**src/rtl/except_commit.sv**
```systemverilog
// Trap/mret commit sequencer at the end of the exception pipeline: drives the single CSR
// write port through mepc/mcause/mtval/mstatus, holds the pipe flushed, then redirects fetch.
module except_commit #(
   parameter int XLEN        = 64,
   parameter bit VECTORED_EN = 1'b1
) (
   input  logic              clk,
   input  logic              rstn,
   // Flattened exception pack, MSB first: {except, epc, ecause, etval}
   input  logic [3*XLEN:0]   except_i,
   input  logic              mret_i,
   input  logic [XLEN-1:0]   mtvec_i,
   input  logic [XLEN-1:0]   mepc_i,
   input  logic [XLEN-1:0]   mstatus_i,
   output logic              csr_we_o,
   output logic [11:0]       csr_waddr_o,
   output logic [XLEN-1:0]   csr_wdata_o,
   output logic              flush_o,
   output logic              stall_o,
   output logic              redirect_o,
   output logic [XLEN-1:0]   redirect_pc_o
);

   localparam logic [11:0]     CSR_MSTATUS = 12'h300;
   localparam logic [11:0]     CSR_MEPC    = 12'h341;
   localparam logic [11:0]     CSR_MCAUSE  = 12'h342;
   localparam logic [11:0]     CSR_MTVAL   = 12'h343;
   localparam logic [XLEN-1:0] ALIGN_MASK  = {{(XLEN-2){1'b1}}, 2'b00};

   typedef enum logic [2:0] {
      IDLE, WR_EPC, WR_CAUSE, WR_TVAL, WR_STATUS, MRET_ST, REDIRECT
   } state_t;

   state_t            state;
   logic [XLEN-1:0]   epc_q;
   logic [XLEN-1:0]   ecause_q;
   logic [XLEN-1:0]   etval_q;
   logic [XLEN-1:0]   target_q;

   logic              in_except;
   logic [XLEN-1:0]   in_epc;
   logic [XLEN-1:0]   in_ecause;
   logic [XLEN-1:0]   in_etval;

   assign in_except = except_i[3*XLEN];
   assign in_epc    = except_i[3*XLEN-1:2*XLEN];
   assign in_ecause = except_i[2*XLEN-1:XLEN];
   assign in_etval  = except_i[XLEN-1:0];

   // Interrupt causes (MSB set) index into the vector table when mtvec selects vectored mode.
   logic              use_vector;
   logic [XLEN-1:0]   trap_base;
   logic [XLEN-1:0]   trap_target;

   assign use_vector  = VECTORED_EN && (mtvec_i[1:0] == 2'b01) && ecause_q[XLEN-1];
   assign trap_base   = mtvec_i & ALIGN_MASK;
   assign trap_target = use_vector ? trap_base + {ecause_q[XLEN-3:0], 2'b00} : trap_base;

   logic [XLEN-1:0]   status_trap;
   logic [XLEN-1:0]   status_mret;

   always_comb begin
      status_trap        = mstatus_i;
      status_trap[7]     = mstatus_i[3];
      status_trap[3]     = 1'b0;
      status_trap[12:11] = 2'b11;
      status_mret        = mstatus_i;
      status_mret[3]     = mstatus_i[7];
      status_mret[7]     = 1'b1;
      status_mret[12:11] = 2'b11;
   end

   always_ff @(posedge clk or negedge rstn) begin
      if (!rstn) begin
         state    <= IDLE;
         epc_q    <= '0;
         ecause_q <= '0;
         etval_q  <= '0;
         target_q <= '0;
      end else begin
         case (state)
            IDLE: begin
               // Exception takes priority; a same-cycle mret is dropped with the flush.
               if (in_except) begin
                  epc_q    <= in_epc;
                  ecause_q <= in_ecause;
                  etval_q  <= in_etval;
                  state    <= WR_EPC;
               end else if (mret_i) begin
                  state    <= MRET_ST;
               end
            end
            WR_EPC:    state <= WR_CAUSE;
            WR_CAUSE:  state <= WR_TVAL;
            WR_TVAL:   state <= WR_STATUS;
            WR_STATUS: begin
               target_q <= trap_target;
               state    <= REDIRECT;
            end
            MRET_ST: begin
               target_q <= mepc_i & ALIGN_MASK;
               state    <= REDIRECT;
            end
            REDIRECT:  state <= IDLE;
            default:   state <= IDLE;
         endcase
      end
   end

   // Moore decode: outputs depend only on registered state/pack (and live mstatus for its RMW).
   always_comb begin
      csr_we_o      = 1'b0;
      csr_waddr_o   = '0;
      csr_wdata_o   = '0;
      redirect_o    = 1'b0;
      redirect_pc_o = '0;
      flush_o       = (state != IDLE);
      stall_o       = (state != IDLE);
      case (state)
         WR_EPC: begin
            csr_we_o    = 1'b1;
            csr_waddr_o = CSR_MEPC;
            csr_wdata_o = epc_q & ALIGN_MASK;
         end
         WR_CAUSE: begin
            csr_we_o    = 1'b1;
            csr_waddr_o = CSR_MCAUSE;
            csr_wdata_o = ecause_q;
         end
         WR_TVAL: begin
            csr_we_o    = 1'b1;
            csr_waddr_o = CSR_MTVAL;
            csr_wdata_o = etval_q;
         end
         WR_STATUS: begin
            csr_we_o    = 1'b1;
            csr_waddr_o = CSR_MSTATUS;
            csr_wdata_o = status_trap;
         end
         MRET_ST: begin
            csr_we_o    = 1'b1;
            csr_waddr_o = CSR_MSTATUS;
            csr_wdata_o = status_mret;
         end
         REDIRECT: begin
            redirect_o    = 1'b1;
            redirect_pc_o = target_q;
         end
         default: ;
      endcase
   end

endmodule
```
**config.mk**
```make
export PLATFORM = sky130hd
export DESIGN_NAME = except_commit
export DESIGN_NICKNAME = d
export VERILOG_FILES = /design/src/rtl/except_commit.sv
export SDC_FILE = /design/constraint.sdc
export NUM_CORES = 1
export LEC_CHECK = 0
export CORE_MARGIN = 2
export CORE_UTILIZATION = 30
export DETAILED_ROUTE_END_ITERATION = 6
export SLEW_MARGIN = 30
export SYNTH_ARGS = -nofsm -noshare
export SYNTH_HDL_FRONTEND = slang
export SYNTH_SLANG_ARGS = --single-unit
```
**constraint.sdc**
```tcl
create_clock -name clk -period 7.29 [get_ports clk]
set_clock_uncertainty 0.15 [all_clocks]
set_input_delay 1.458 -clock clk [delete_from_list [all_inputs] [get_ports clk]]
set_output_delay 1.458 -clock clk [all_outputs]
set_load 0.05 [all_outputs]
```
Word level (Yosys, flattened, before mapping)
Cells that the tools add are included.
W data, S select, Z words.
- equal/unequal tests: 8
- reduce and logical (&&, ||, !) cells: 7
- multiplexer cells: 10
- add/sub/neg operators: 1
- operators by type and width (operator ; number):
    $pmux W64 S5 ; 1
    $mux W64 ; 2
    $pmux W64 S2 ; 1
    $add A64 B64 Y64 ; 1
    $pmux W10 S4 ; 1
    $pmux W3 S5 ; 1
    $eq A3 B3 Y1 const B ; 3
    $eq A3 B2 Y1 const B ; 2
    $mux W3 ; 2
    $reduce_or A5 Y1 ; 1
    $eq A3 B1 Y1 const B ; 1
    $logic_not A3 Y1 ; 1
    $ne A3 B3 Y1 const B ; 1
    $reduce_bool A3 Y1 ; 1
    $eq A2 B1 Y1 const B ; 1
    $mux W1 ; 2
    $reduce_and A2 Y1 ; 1
    $reduce_bool A2 Y1 ; 1
    $reduce_or A2 Y1 ; 1
    $logic_and A1 B1 Y1 ; 1
- output and inout bits: 144
- input port bits: 388
- register bits: 259
- logic and storage cells: 31

Longest topological paths before layout
- depth after elaboration: 4
- mapped depth: 11
- depth with buffers taken out: 11

Worst setup path after synthesis
OpenSTA, ideal clock, no wires.
- kind: input port to output port
- start point: input mstatus_i[30]
- end point: output csr_wdata_o[30]
- data required time: 5682 ps
- path buffers: 0
- arrival: 2623 ps
- cell stages on the path: 2
- slack: 3059 ps
- cells stage by stage: a22oi_1 o21ai_0
- cells in the longest elaborated chain, start to end: 1
- ends and longest elaborated chain (what ; line ; text):
    from (decl) ; 14 ; input logic [XLEN-1:0] mstatus_i,
    $pmux W64 S5 ; 119 ; case (state)
    to (decl) ; 17 ; output logic [XLEN-1:0] csr_wdata_o,
No other way between the ends.

Worst setup path after layout
- start point: register state[0]
- end point: output csr_wdata_o[37]
- cells in the longest elaborated chain, start to end: 2
- elaborated cells on any way between the ends: 6
- those cells by class: 5 x eq/ne; 1 x mux
- ends and longest elaborated chain (what ; line ; text):
    from (decl) ; 34 ; state_t state;
    from (signal assigned) ; 75 ; state <= IDLE;
    from (signal assigned) ; 88 ; state <= WR_EPC;
    from (signal assigned) ; 90 ; state <= MRET_ST;
    $eq A3 B3 Y1, or another cell as far along ; 119 ;
    $pmux W64 S5 (*) ; 119 ;
Every way passes the cells marked *; elsewhere a longest branch is shown, timed or not.

==> metrics list <==
* Largest net degree at the start of global routing: 112
* Sum of overflow across all layers after global routing: 0
- The initial utilization of the core area, before any placement, comes to 30.4%.
- For this run, the slowest stage of the critical path takes 900 ps.
- Area taken by flip-flops and latches: 6380 sq um
- Reported net switching power: 5.37 mW
* Area occupied by multi-input gates: 9720 sq um
- The first routing iteration left 1015 violations.
* Inserted Clock Buffers: 34
- The commonest cells after synthesis are 255 x sky130_fd_sc_hd__dfrtp_1, 251 x sky130_fd_sc_hd__mux2_2, 170 x sky130_fd_sc_hd__nand2_1.
- The floorplan step set the die width to 241 um.
- In the post-synthesis netlist, the cell with the most instances is sky130_fd_sc_hd__dfrtp_1.
- Summed over all nets, the half-perimeter wirelength after detailed placement is 52.0 mm.
- After technology mapping, the gate count stands at 1804.
- For this run, the leading register cell type out of synthesis is sky130_fd_sc_hd__dfrtp_1.
- Once detail routing completed, the nets flagged for antenna violations numbered 0.
* Fin Setup TNS: 0 ps
- In this run the power density over the cells is 472 nW/um^2.
* NumNets Final: 2690
- Clk pin slew, worst setup/hold paths: 60 ps
- The number of global-route vias before repair was ~16000.
* Number of enable-type register cells in the synthesized netlist: 0
- The synthesized design devotes to its leading area cell type between 30% and 40% of total area.
- Total length of routed wires: 67.7 mm
- The worst setup path is launched from a flip-flop.
* Fraction of layout instances using a drive strength above 1: 15.2%
* WL met2: 30.2 mm
* Switching share of power: between 40% and 50%
- Number of buffers on the longest clock path: 3
- Measured against its own limit, the worst slew margin works out to 37.3%.
* Gpl congestion: 0.944
- The path class of the tightest hold or removal check is flip-flop to flip-flop.
* P&R area growth vs syn: 40.9%
- H-Tree Level Count: 2
- Wire length on met3: 3.99 mm
- The internal power of the cells totals 5.82 mW.
- Routed via count: 15793
* Number of flip-flops and latches in the synthesized netlist: 255
- In the final routed layout, each cell accounts on average for 22.4 um.
- The tool flagged a number of max-cap violations equal to 0.
* Synth unique cells: 66
- Global routing used 22.7% of the available tracks.
- Per report_power, the combinational group accounts for 60.4% of the total.
* Critical Path Slowest Stage Cell: sky130_fd_sc_hd__clkdlybuf4s50_1
- For the worst-skew pair, the clock arrives at the later sink with an insertion delay of 540 ps.
- The worst-case IR drop observed on VDD is 0.309 mV.
- For this design the static power due to leakage is a little over 9 nW.
* Number of rows created at floorplan: 86
- Dividing the synthesized area by the synthesized cell count gives 9.32 sq um.
- # fillers: 5439
- Total clock sinks: 255
* Required @ worst endpoint: 5680 ps
* Warnings, synthesis: 0
- The clock network burns 14.8% of the power.
* CTS hold repair buffers: 0
- WP data arrival: 4040 ps
* Count of TritonRoute iterations in the first routing pass: 5
- Final cell utilization of the core: a little over two fifths
* Post-route clock period utilization: 77.4%
- Max Fanout on Critical Path: 47
- Summing the sequential cell areas from Yosys gives 37.9% of the chip area.
* Post-cts gate resize count: 0
- Wire length of the first global-routing pass: 99.1 mm
- Worst Setup Path Type: flip-flop to primary output
- Number of buffers added on ports: a little over 500
- Count of pins on the block boundary: ~530
- The die covers 58000 sq um.
* Final hold vios: 0
* Highest signal layer in the routed design: met5
* Capturing element type of the critical path: primary output
* CP Cell Sequence: nor2b_1, and2_2, buf_12, nand2_1, o21ai_0, clkdlybuf4s50_1
- Once the clock tree was built, the setup fixing pass inserted 0 buffers.
- For this block, wires on met1 add up to 31.7 mm.
- Post-synthesis instance area: 16800 sq um
- The total area inside the core boundary comes to ~55000 sq um.
- Root buffer cell: sky130_fd_sc_hd__clkbuf_16
- In this run the vertical extent of the chip is 241 um.
- Vias per inst: around 5.2
- By area the synthesized netlist is led by sky130_fd_sc_hd__dfrtp_1 38%, sky130_fd_sc_hd__mux2_2 17%, sky130_fd_sc_hd__ha_1 4.8%.
* Min Clock Period, post-route: 5640 ps
- Setup repair after global routing left no endpoint under its margin.
- Max-slew violation count: 0
* DRC violation count after routing: 0
- For this run, the top clock speed supported by timing is 0.177 GHz.
- Fraction of synthesis flops using an asynchronous set or reset pin: 100%
- Register share of total power: 24.9%
* Outcome: complete, no violations
- TritonCTS built the clock tree.
- The biggest area contributor in the post-synthesis netlist is sky130_fd_sc_hd__dfrtp_1.
* Setup-violating endpoint count in the final report: 0
- The number of antenna violations at the first check in global routing was 15.
* Actual slew at the worst max-slew pin: around 940 ps
final cells by class:
cell class	count	share of cell area (%)
clock inverters	7	0.364
flip-flops and latches	255	26.9
inverters	49	0.776
diodes	14	0.148
repair buffers	532	22.6
clock buffers	53	4.23
multi-input cells	1365	41.0
well taps	748	3.95
stage by stage:
step | std cells | total power [mW] | hold WS (ps) | worst slack, ps | instance area (sq um)
floorplan | 1812 | 7.26 | 311 | 3060 | 16800
global placement | 2948 | 9.46 | 334 | 2150 | 22500
detailed placement | 2949 | 9.56 | 341 | 2110 | 22600
CTS | 3009 | 11.3 | 352 | 1580 | 23700
global route | 3021 | 11.9 | 362 | 1440 | 23700
finish | 3023 | 11.2 | 350 | 1650 | 23700
worst paths after layout:
path	from	endpoint	slack, ps	depth (start not counted)
setup / recovery	state[0]	csr_wdata_o[37]	1650	6
hold / removal	etval_q[44]	etval_q[44]	350	1
setup reg to reg	state[0]	target_q[56]	3320	8
hold reg to reg	etval_q[44]	etval_q[44]	350	1
max in group asynchronous	rstn	target_q[2]	4900	2
min in group asynchronous	rstn	target_q[54]	760	1
power groups by stage:
stage / registers (mW) / logic [mW] / clock network [mW]
6_report: 2.79 / 6.76 / 1.65
5_1_grt: 2.89 / 7.26 / 1.76
4_1_cts: 2.80 / 6.77 / 1.69
3_5_place_dp: 2.82 / 6.74 / 0
3_3_place_gp: 2.78 / 6.68 / 0
2_1_floorplan: 2.42 / 4.85 / 0
placed cells by master (no fill, tap or decap), drive strengths merged, types with 9 or more instances in the layout:
| cell type | synthesis | final |
|---|---|---|
| xnor2 | 27 | 27 |
| and2 | 38 | 38 |
| nand2 | 170 | 170 |
| clkbuf | 107 | 53 |
| a211oi | 22 | 22 |
| nand3 | 30 | 30 |
| clkdlybuf4s50 | 0 | 515 |
| o21bai | 17 | 17 |
| a22oi | 63 | 63 |
| o21ai | 146 | 146 |
| mux2 | 251 | 251 |
| a21o | 27 | 27 |
| o211ai | 40 | 40 |
| nand4 | 23 | 23 |
| mux2i | 12 | 12 |
| buf | 36 | 17 |
| diode | 0 | 14 |
| ha | 64 | 64 |
| or3 | 9 | 9 |
| a31oi | 12 | 12 |
| dfrtp | 255 | 255 |
| nor3 | 56 | 56 |
| inv | 49 | 50 |
| a21oi | 128 | 128 |
| nor2 | 87 | 87 |
| conb | 1 | 9 |
| o22ai | 17 | 17 |
| nor2b | 13 | 13 |
| o221ai | 12 | 12 |
| xor2 | 23 | 23 |
routing by layer:
metal | up-vias | GRT usage [%]
li1 | 7455 | -
met5 | - | 0
met2 | 503 | 34.4
met4 | 2 | 7.69
met3 | 103 | 4.40
met1 | 7730 | 32.2
flip-flops by register name (all words and copies together) (netlist names):
name,count
ecause_q,64
epc_q,62
etval_q,64
state,3
target_q,62
cell families after synthesis:
| family | count (synthesis) | share of synthesized area [%] |
|---|---|---|
| flip-flops | 255 | 37.9 |
| other | 1 | 0.0223 |
| XOR/XNOR | 50 | 2.60 |
| multiplexers | 263 | 17.5 |
| adder cells (fa/ha/maj) | 65 | 4.88 |
| AO/OA/AOI/OAI | 524 | 19.7 |
| AND/OR/NAND/NOR | 454 | 12.6 |
| buffers and inverters | 192 | 4.70 |
worst max-delay path: cells and delay by family (launching register included):
| kind | cells | cell delay [ps] |
|---|---|---|
| AND/OR/NAND/NOR | 3 | 1210 |
| buffers and inverters | 2 | 1180 |
| flip-flops | 1 | 860 |
| AO/OA/AOI/OAI | 1 | 180 |
No activity file was read; power rests on OpenSTA's default activity.
